## src/rtl/cpu_register_bank.sv

```systemverilog
// -----------------------------------------------------------------------------
// cpu_register_bank
//
// Purpose:
//   Parametrised CPU register set for the datapath between the control
//   sequencer and the ALU/bus mux. It contains:
//     - a NUM_REGS x WIDTH general register array with two asynchronous read
//       ports and one synchronous write port (register 0 reads as zero),
//     - a per-register busy scoreboard that tracks pending multi-cycle writes,
//     - the instruction address register (IAR) with load and increment,
//     - the accumulator (ACC) and the 4-bit FLAGS register {C, Gr, E, Z}.
//
// Parameters:
//   WIDTH     data/address width in bits
//   NUM_REGS  number of general registers (register 0 is hardwired to zero)
//   AW        register select width, NUM_REGS <= 2**AW
//   IAR_RST   IAR value after reset
//
// Ports:
//   clk, reset            rising-edge clock, synchronous active-high reset
//   wr_en/wr_sel/wr_data  register write port (takes effect at the clock edge)
//   rd_a_sel/rd_a_data    read port A select and combinational data
//   rd_a_busy             busy bit of the register selected on port A
//   rd_b_sel/rd_b_data    read port B select and combinational data
//   rd_b_busy             busy bit of the register selected on port B
//   rsv_en/rsv_sel        reserve a register (mark a write as pending)
//   rsv_err               one-cycle pulse: reservation of an already-busy reg
//   iar_load/iar_inc      IAR load (wins) and increment controls
//   iar_din/iar_q         IAR load value and current value
//   acc_we/acc_din/acc_q  accumulator enable, input and value
//   flags_we/flags_in     FLAGS enable and input {C, Gr, E, Z}
//   flags_q, cin          registered flags and carry-in (flags_q[3])
//
// Configuration:
//   REG_BYPASS_EN  when defined, a read port whose select matches an active
//                  write to a writable register returns wr_data in the same
//                  cycle and reports busy 0. When undefined, read ports show
//                  the stored (old) value until the write lands.
// -----------------------------------------------------------------------------
module cpu_register_bank #(
  parameter int          WIDTH    = 8,
  parameter int          NUM_REGS = 4,
  parameter int          AW       = 2,
  parameter int unsigned IAR_RST  = 0
) (
  input  logic             clk,
  input  logic             reset,
  // register write port
  input  logic             wr_en,
  input  logic [AW-1:0]    wr_sel,
  input  logic [WIDTH-1:0] wr_data,
  // read port A
  input  logic [AW-1:0]    rd_a_sel,
  output logic [WIDTH-1:0] rd_a_data,
  output logic             rd_a_busy,
  // read port B
  input  logic [AW-1:0]    rd_b_sel,
  output logic [WIDTH-1:0] rd_b_data,
  output logic             rd_b_busy,
  // scoreboard reservation
  input  logic             rsv_en,
  input  logic [AW-1:0]    rsv_sel,
  output logic             rsv_err,
  // instruction address register
  input  logic             iar_load,
  input  logic             iar_inc,
  input  logic [WIDTH-1:0] iar_din,
  output logic [WIDTH-1:0] iar_q,
  // accumulator
  input  logic             acc_we,
  input  logic [WIDTH-1:0] acc_din,
  output logic [WIDTH-1:0] acc_q,
  // flags {C, Gr, E, Z}
  input  logic             flags_we,
  input  logic [3:0]       flags_in,
  output logic [3:0]       flags_q,
  output logic             cin
);

  // The array is sized to the full select space so any select value indexes
  // a real entry; entries 0 and >= NUM_REGS are never written and are masked
  // on the read side.
  localparam int DEPTH = 1 << AW;

  logic [WIDTH-1:0] regs [DEPTH];
  logic [DEPTH-1:0] busy;

  // A select addresses a writable register only if it is nonzero and below
  // NUM_REGS. Writes, reservations and reads all share this qualification.
  function automatic logic writable(input logic [AW-1:0] sel);
    return (sel != '0) && (int'(sel) < NUM_REGS);
  endfunction

  // ---------------------------------------------------------------------------
  // Register array and busy scoreboard
  // ---------------------------------------------------------------------------
  // NOTE: the array is cleared on reset because software relies on all
  // registers reading zero after reset; this forces flops rather than RAM.
  always_ff @(posedge clk) begin
    if (reset) begin
      for (int i = 0; i < DEPTH; i++) begin
        regs[i] <= '0;
      end
      busy    <= '0;
      rsv_err <= 1'b0;
    end else begin
      for (int i = 1; i < NUM_REGS; i++) begin
        if (wr_en && (wr_sel == AW'(i))) begin
          regs[i] <= wr_data;
        end
        // A reservation in the same cycle as the completing write belongs to
        // the next producer, so it takes priority over the clear.
        if (rsv_en && (rsv_sel == AW'(i))) begin
          busy[i] <= 1'b1;
        end else if (wr_en && (wr_sel == AW'(i))) begin
          busy[i] <= 1'b0;
        end
      end
      // NOTE: non-blocking assignment samples busy before this edge's update,
      // so the error reflects the register's state when the reserve was seen.
      rsv_err <= rsv_en && writable(rsv_sel) && busy[rsv_sel];
    end
  end

  // ---------------------------------------------------------------------------
  // Asynchronous read ports
  // ---------------------------------------------------------------------------
  // NOTE: every output is given a default first so no path leaves it
  // unassigned, which would otherwise infer a latch.
  always_comb begin
    rd_a_data = '0;
    rd_a_busy = 1'b0;
    if (writable(rd_a_sel)) begin
      rd_a_data = regs[rd_a_sel];
      rd_a_busy = busy[rd_a_sel];
`ifdef REG_BYPASS_EN
      // rd_a_sel is writable here, so a match implies wr_sel is writable too.
      if (wr_en && (wr_sel == rd_a_sel)) begin
        rd_a_data = wr_data;
        rd_a_busy = 1'b0;
      end
`endif
    end
  end

  always_comb begin
    rd_b_data = '0;
    rd_b_busy = 1'b0;
    if (writable(rd_b_sel)) begin
      rd_b_data = regs[rd_b_sel];
      rd_b_busy = busy[rd_b_sel];
`ifdef REG_BYPASS_EN
      if (wr_en && (wr_sel == rd_b_sel)) begin
        rd_b_data = wr_data;
        rd_b_busy = 1'b0;
      end
`endif
    end
  end

  // ---------------------------------------------------------------------------
  // IAR: load beats increment; the increment wraps naturally at 2**WIDTH.
  // ---------------------------------------------------------------------------
  always_ff @(posedge clk) begin
    if (reset) begin
      iar_q <= WIDTH'(IAR_RST);
    end else if (iar_load) begin
      iar_q <= iar_din;
    end else if (iar_inc) begin
      iar_q <= iar_q + 1'b1;
    end
  end

  // ---------------------------------------------------------------------------
  // ACC and FLAGS: plain enabled registers
  // ---------------------------------------------------------------------------
  always_ff @(posedge clk) begin
    if (reset) begin
      acc_q   <= '0;
      flags_q <= '0;
    end else begin
      if (acc_we) begin
        acc_q <= acc_din;
      end
      if (flags_we) begin
        flags_q <= flags_in;
      end
    end
  end

  // Carry flag feeds the ALU carry-in directly.
  assign cin = flags_q[3];

endmodule

```

## config.mk

```make
export PLATFORM = sky130hd
export DESIGN_NAME = cpu_register_bank
export DESIGN_NICKNAME = d
export VERILOG_FILES = /design/src/rtl/cpu_register_bank.sv
export SDC_FILE = /design/constraint.sdc
export NUM_CORES = 1
export LEC_CHECK = 0
export BUFFER_PORTS_ARGS = -buffer_cell sky130_fd_sc_hd__clkbuf_2
export CORE_MARGIN = 5
export CORE_UTILIZATION = 40
export DETAILED_ROUTE_END_ITERATION = 8
export PLACE_DENSITY_LB_ADDON = 0.25
export SYNTH_ARGS = -nofsm -noshare
export SYNTH_HDL_FRONTEND = slang
export SYNTH_SLANG_ARGS = --single-unit
```

## constraint.sdc

```tcl
create_clock -name clk -period 1.6 [get_ports clk]
set_input_delay 0 -clock clk [delete_from_list [all_inputs] [get_ports clk]]
set_output_delay 0 -clock clk [all_outputs]
set_load 0.02 [all_outputs]
```

Word level (Yosys, flattened, before mapping)
Memories as Yosys holds them, arrays and structs flattened.
Index checks and enable logic that the tools add are counted.
{"block": "word_totals", "ff_bits": 24, "ram_bits": 32, "inputBits": 44, "output_inout_bits": 40, "word_cells": 68, "memories": 1}
{"block": "classes", "addsub": 1, "order_cmp": 3, "eq_ne": 6, "mux": 32, "bitwise_logic": 3, "reduce_logical": 15}
{"name": "regs", "depth": 4, "word_bits": 8, "read_ports": 2, "rd_ports_with_merged_regs": 0, "wr": 4, "line": "85", "rtl": "logic [WIDTH-1:0] regs [DEPTH];"}
{"cell": "$mux W8", "count": 7}
{"cell": "$mux W1", "count": 22}
{"cell": "$reduce_bool A2 Y1", "count": 7}
{"cell": "$lt A2 B3 Y1 const B", "count": 3}
{"cell": "$add A8 B1 Y8 const B", "count": 1}
{"cell": "$eq A2 B2 Y1 const B", "count": 4}
{"cell": "$logic_and A1 B1 Y1", "count": 8}
{"cell": "$bmux W1 S2", "count": 3}
{"cell": "$eq A2 B1 Y1 const B", "count": 2}
{"cell": "$or A1 B1 Y1", "count": 3}

Logic depth before layout (Yosys ltp)
{"block": "depth", "word_depth": 6, "mapped_depth": 4, "depth_no_buf": 4}

Worst setup path before layout
No wires, ideal clock.
{"block": "synth_path", "path_kind": "reg-to-reg", "from": "register iar_q[0]", "to": "register iar_q[6]", "setup_time_ns": 0.091, "t_arrival_ns": 1.307, "required_ns": 1.509, "setup_slack_ns": 0.202, "path_stages_with_launch": 5, "path_buffers": 0, "synth_period_minus_slack_ns": 1.398, "path_cell_list": "dfxtp_1 ha_1 nand2_1 or3_1 a311oi_1"}
{"block": "synth_between", "elab_chain_len": 3}
{"item": "from (decl)", "line": "68", "rtl": "output logic [WIDTH-1:0] iar_q,"}
{"item": "from (signal assigned)", "line": "166", "rtl": "iar_q <= WIDTH'(IAR_RST);"}
{"item": "from (signal assigned)", "line": "168", "rtl": "iar_q <= iar_din;"}
{"item": "from (signal assigned)", "line": "170", "rtl": "iar_q <= iar_q + 1'b1;"}
{"item": "$add A8 B1 Y8", "line": "170"}
{"item": "$mux W8", "line": "169", "rtl": "end else if (iar_inc) begin"}
{"item": "$mux W8", "line": "167", "rtl": "end else if (iar_load) begin"}
Every way passes these cells. The select of a mux whose other input is x is not followed.
A chain may end at the register's enable or synchronous reset.

Worst setup path in the final report
Ends and elaborated chain as after synthesis.

==> metrics.txt <==
outcome finished, final reports clean; maxcap violations 0; Die Wd 86.9 um; most common flop cell mapped by yosys edfxtp_1; routed wire length about 6000 um; sequential area share after synthesis approximately 50%; clock root cell clkbuf_8; Power Dens Cells around 870 nW/um^2; clock buffer count from CTS 5; diode count 0; grt ovf 0; Hold Crit Class in2reg; area grow syn2layout 35.4%; endpoints failing setup 0; clock latency on the worst-skew pair 0.29 ns; Min-Delay Startpoint wr_data[4]; CTS tree yes; ys async rst share 0%; FILL cells ~540; Worst EP arrival between 1.5 and 2 ns; Post-synth EDFFs 24; CP endpoint iar_q[6]; post-CTS sizing 0; Mapped Area around 2400 um^2; vias in the first global route between 2000 and 2500; busiest grt layer met2; Yosys top cell area share ~30%; YS warnings 0; type of the worst setup path reg2reg; initial antenna violation count 0; largest net degree at the start of global routing 22; Final GP Congestion just under 0.8; Reg2Reg Depth 4; M2 GR Usage around 27%; Setup crit start kind register; CTS Buffer Depth 2; Post-DRT Antenna Nets 0; drt pass-1 iters 4; Mean Syn Cell Area around 11 um^2; Placement Rows 28; met1 Use GR between 10% and 20%; WL/cell 15.0 um; Area contributors post-synth edfxtp_1 30%, dfxtp_1 20%, mux2_2 8.1%, a22o_1 6.7%, and2_1 6.4%; Net Count, Synth 252; # port buffers slightly above 80; Detail Placement HPWL roughly 4100 um; worst rel slew slack 68.1%; worst reg2reg endpoint iar_q[6]; area of the core 5820 um^2; Final Cycle Share 84.6%; launching point of the worst reg2reg path iar_q[0]; Crit. Startpoint iar_q[0]; critical path fanouts, max 6; met3 Use GR under 10%; FMAX 0.739 GHz; initial DRC count approximately 80; Cell variety after synth 37; Clock Sinks 48; multi-input logic area 1090 um^2; RSZ-0062 raised after global routing no; utilization after layout roughly 55%; Die Span Y 86.9 um; CTS HTree Levels 2; Reg2Reg Setup Slack between 0.2 and 0.25 ns; Post-CTS Setup Inserts 0; vias per cell roughly 5; # hold bufs at CTS 24; FF/Latch Area 1200 um^2; Top Ports 84; Required @ worst endpoint between 1.5 and 2 ns; Yosys reg bits 48; CP max stage delay approximately 0.44 ns; Crit. End Element register; Synth area leader edfxtp_1; first-pass GRT wire length just over 9000 um; Clk pin slew, worst setup/hold paths approximately 0.09 ns; Post-route DRC 0; Max IR drop VDD approximately 0.00047 V; DIE AREA between 7000 and 8000 um^2; Post-synth top cells 24 x and2_1, 24 x dfxtp_1, 24 x edfxtp_1, 20 x nor2_1, 18 x a22o_1; fin crit period roughly 1.4 ns; Synth Instances approximately 210; Initial Util about two fifths; CP cell instances ha_1 -> nand2_1 -> or3_1 -> a311oi_1; Setup Skew between 0.002 and 0.003 ns; Worst path slowest cell dfxtp_1; Nets about 360; Static Leak ~1.4 nW; gr usage total 15.6%; share of layout cells above drive strength 1 a little under two fifths; Slew Limit Fails 0; pin slew with the least headroom to its limit approximately 0.48 ns; Final Hold Viols 0; DR vias between 1500 and 2000; Tot Pwr around 2.8 mW; setup_tns 0 ns
## layout make-up
cell class / instances / area share (%)
Multi-Input combinational cell: 143 / 34.1
Timing Repair Buffer: 113 / 21.9
Sequential cell: 48 / 37.5
Tap cell: 75 / 2.93
Clock inverter: 1 / 0.156
Clock buffer: 7 / 3.09
Inverter: 2 / 0.235
## kinds of logic (layout without fill, tap and decap cells)
logic type | after synthesis | in the layout | share of synthesized area [%]
DFF | 48 | 48 | 50.8
buffers and inverters | 16 | 123 | 2.96
adders and majority gates | 1 | 1 | 0.529
AOI/OAI and AO/OA | 35 | 35 | 11.6
and+or+nand+nor | 69 | 69 | 17.1
muxes | 34 | 34 | 15.5
xor gates and xnor gates | 4 | 4 | 1.48
## per-stage QoR
step / area [um^2] / setup slack [ns] / hold WS, ns / cells
final: 3200 / 0.247 / 0.00361 / 389
after global routing: 3200 / 0.124 / 0.00373 / 389
after detailed placement: 2860 / 0.256 / 0.244 / 357
after floorplan: 2360 / 0.202 / 0.147 / 207
after CTS: 3200 / 0.252 / 0.00191 / 389
after global placement: 2860 / 0.305 / 0.235 / 357
## metal layers
| metal | share of wire, % | wire length (um) | vias up |
|---|---|---|---|
| met5 | 0 | 0 | - |
| met1 | 44 | 2560 | 910 |
| met3 | 6.1 | 359 | 10 |
| met2 | 48 | 2820 | 58 |
| met4 | 1.7 | 97 | 0 |
| li1 | - | - | 976 |
## worst min path at each step
stage,endpoint,slack [ns],cells after the start
after CTS,regs[3][6],0.002,2
final,regs[3][4],0.004,2
after global placement,acc_q[2],0.24,3
after global routing,regs[1][6],0.004,2
after detailed placement,iar_q[0],0.24,3
after floorplan,iar_q[1],0.15,2
## placed cells by master, fill, tap and decap left out, types with 5 or more instances in the layout
master	netlist	layout
nor2_1	20	20
clkbuf_2	0	84
mux2i_1	14	14
clkbuf_8	0	5
a22o_1	18	18
dfxtp_1	24	24
dlygate4sd3_1	0	24
and2_1	24	24
mux2_2	17	17
edfxtp_1	24	24
buf_4	1	6
## power breakdown
| group | leakage (nW) | internal [mW] | switching [mW] |
|---|---|---|---|
| Clock | 0.0563 | 0.407 | 0.391 |
| Sequential | 0.434 | 1.37 | 0.0541 |
| Combinational | 0.938 | 0.257 | 0.294 |
| Total | 1.43 | 2.04 | 0.739 |
## critical path: cells and delay by family (launching register included)
kind	cells	cell delay (ns)
AND/OR/NAND/NOR	2	0.40
flip-flops	1	0.44
adder cells (fa/ha/maj)	1	0.20
AO/OA/AOI/OAI	1	0.24
## sequential cells by signal, indices dropped and copies added, names as in the netlist
signal   count
acc_q        8
busy         3
flags_q      4
iar_q        8
regs        24
rsv_err      1
Power figures use the tool's default switching activity.
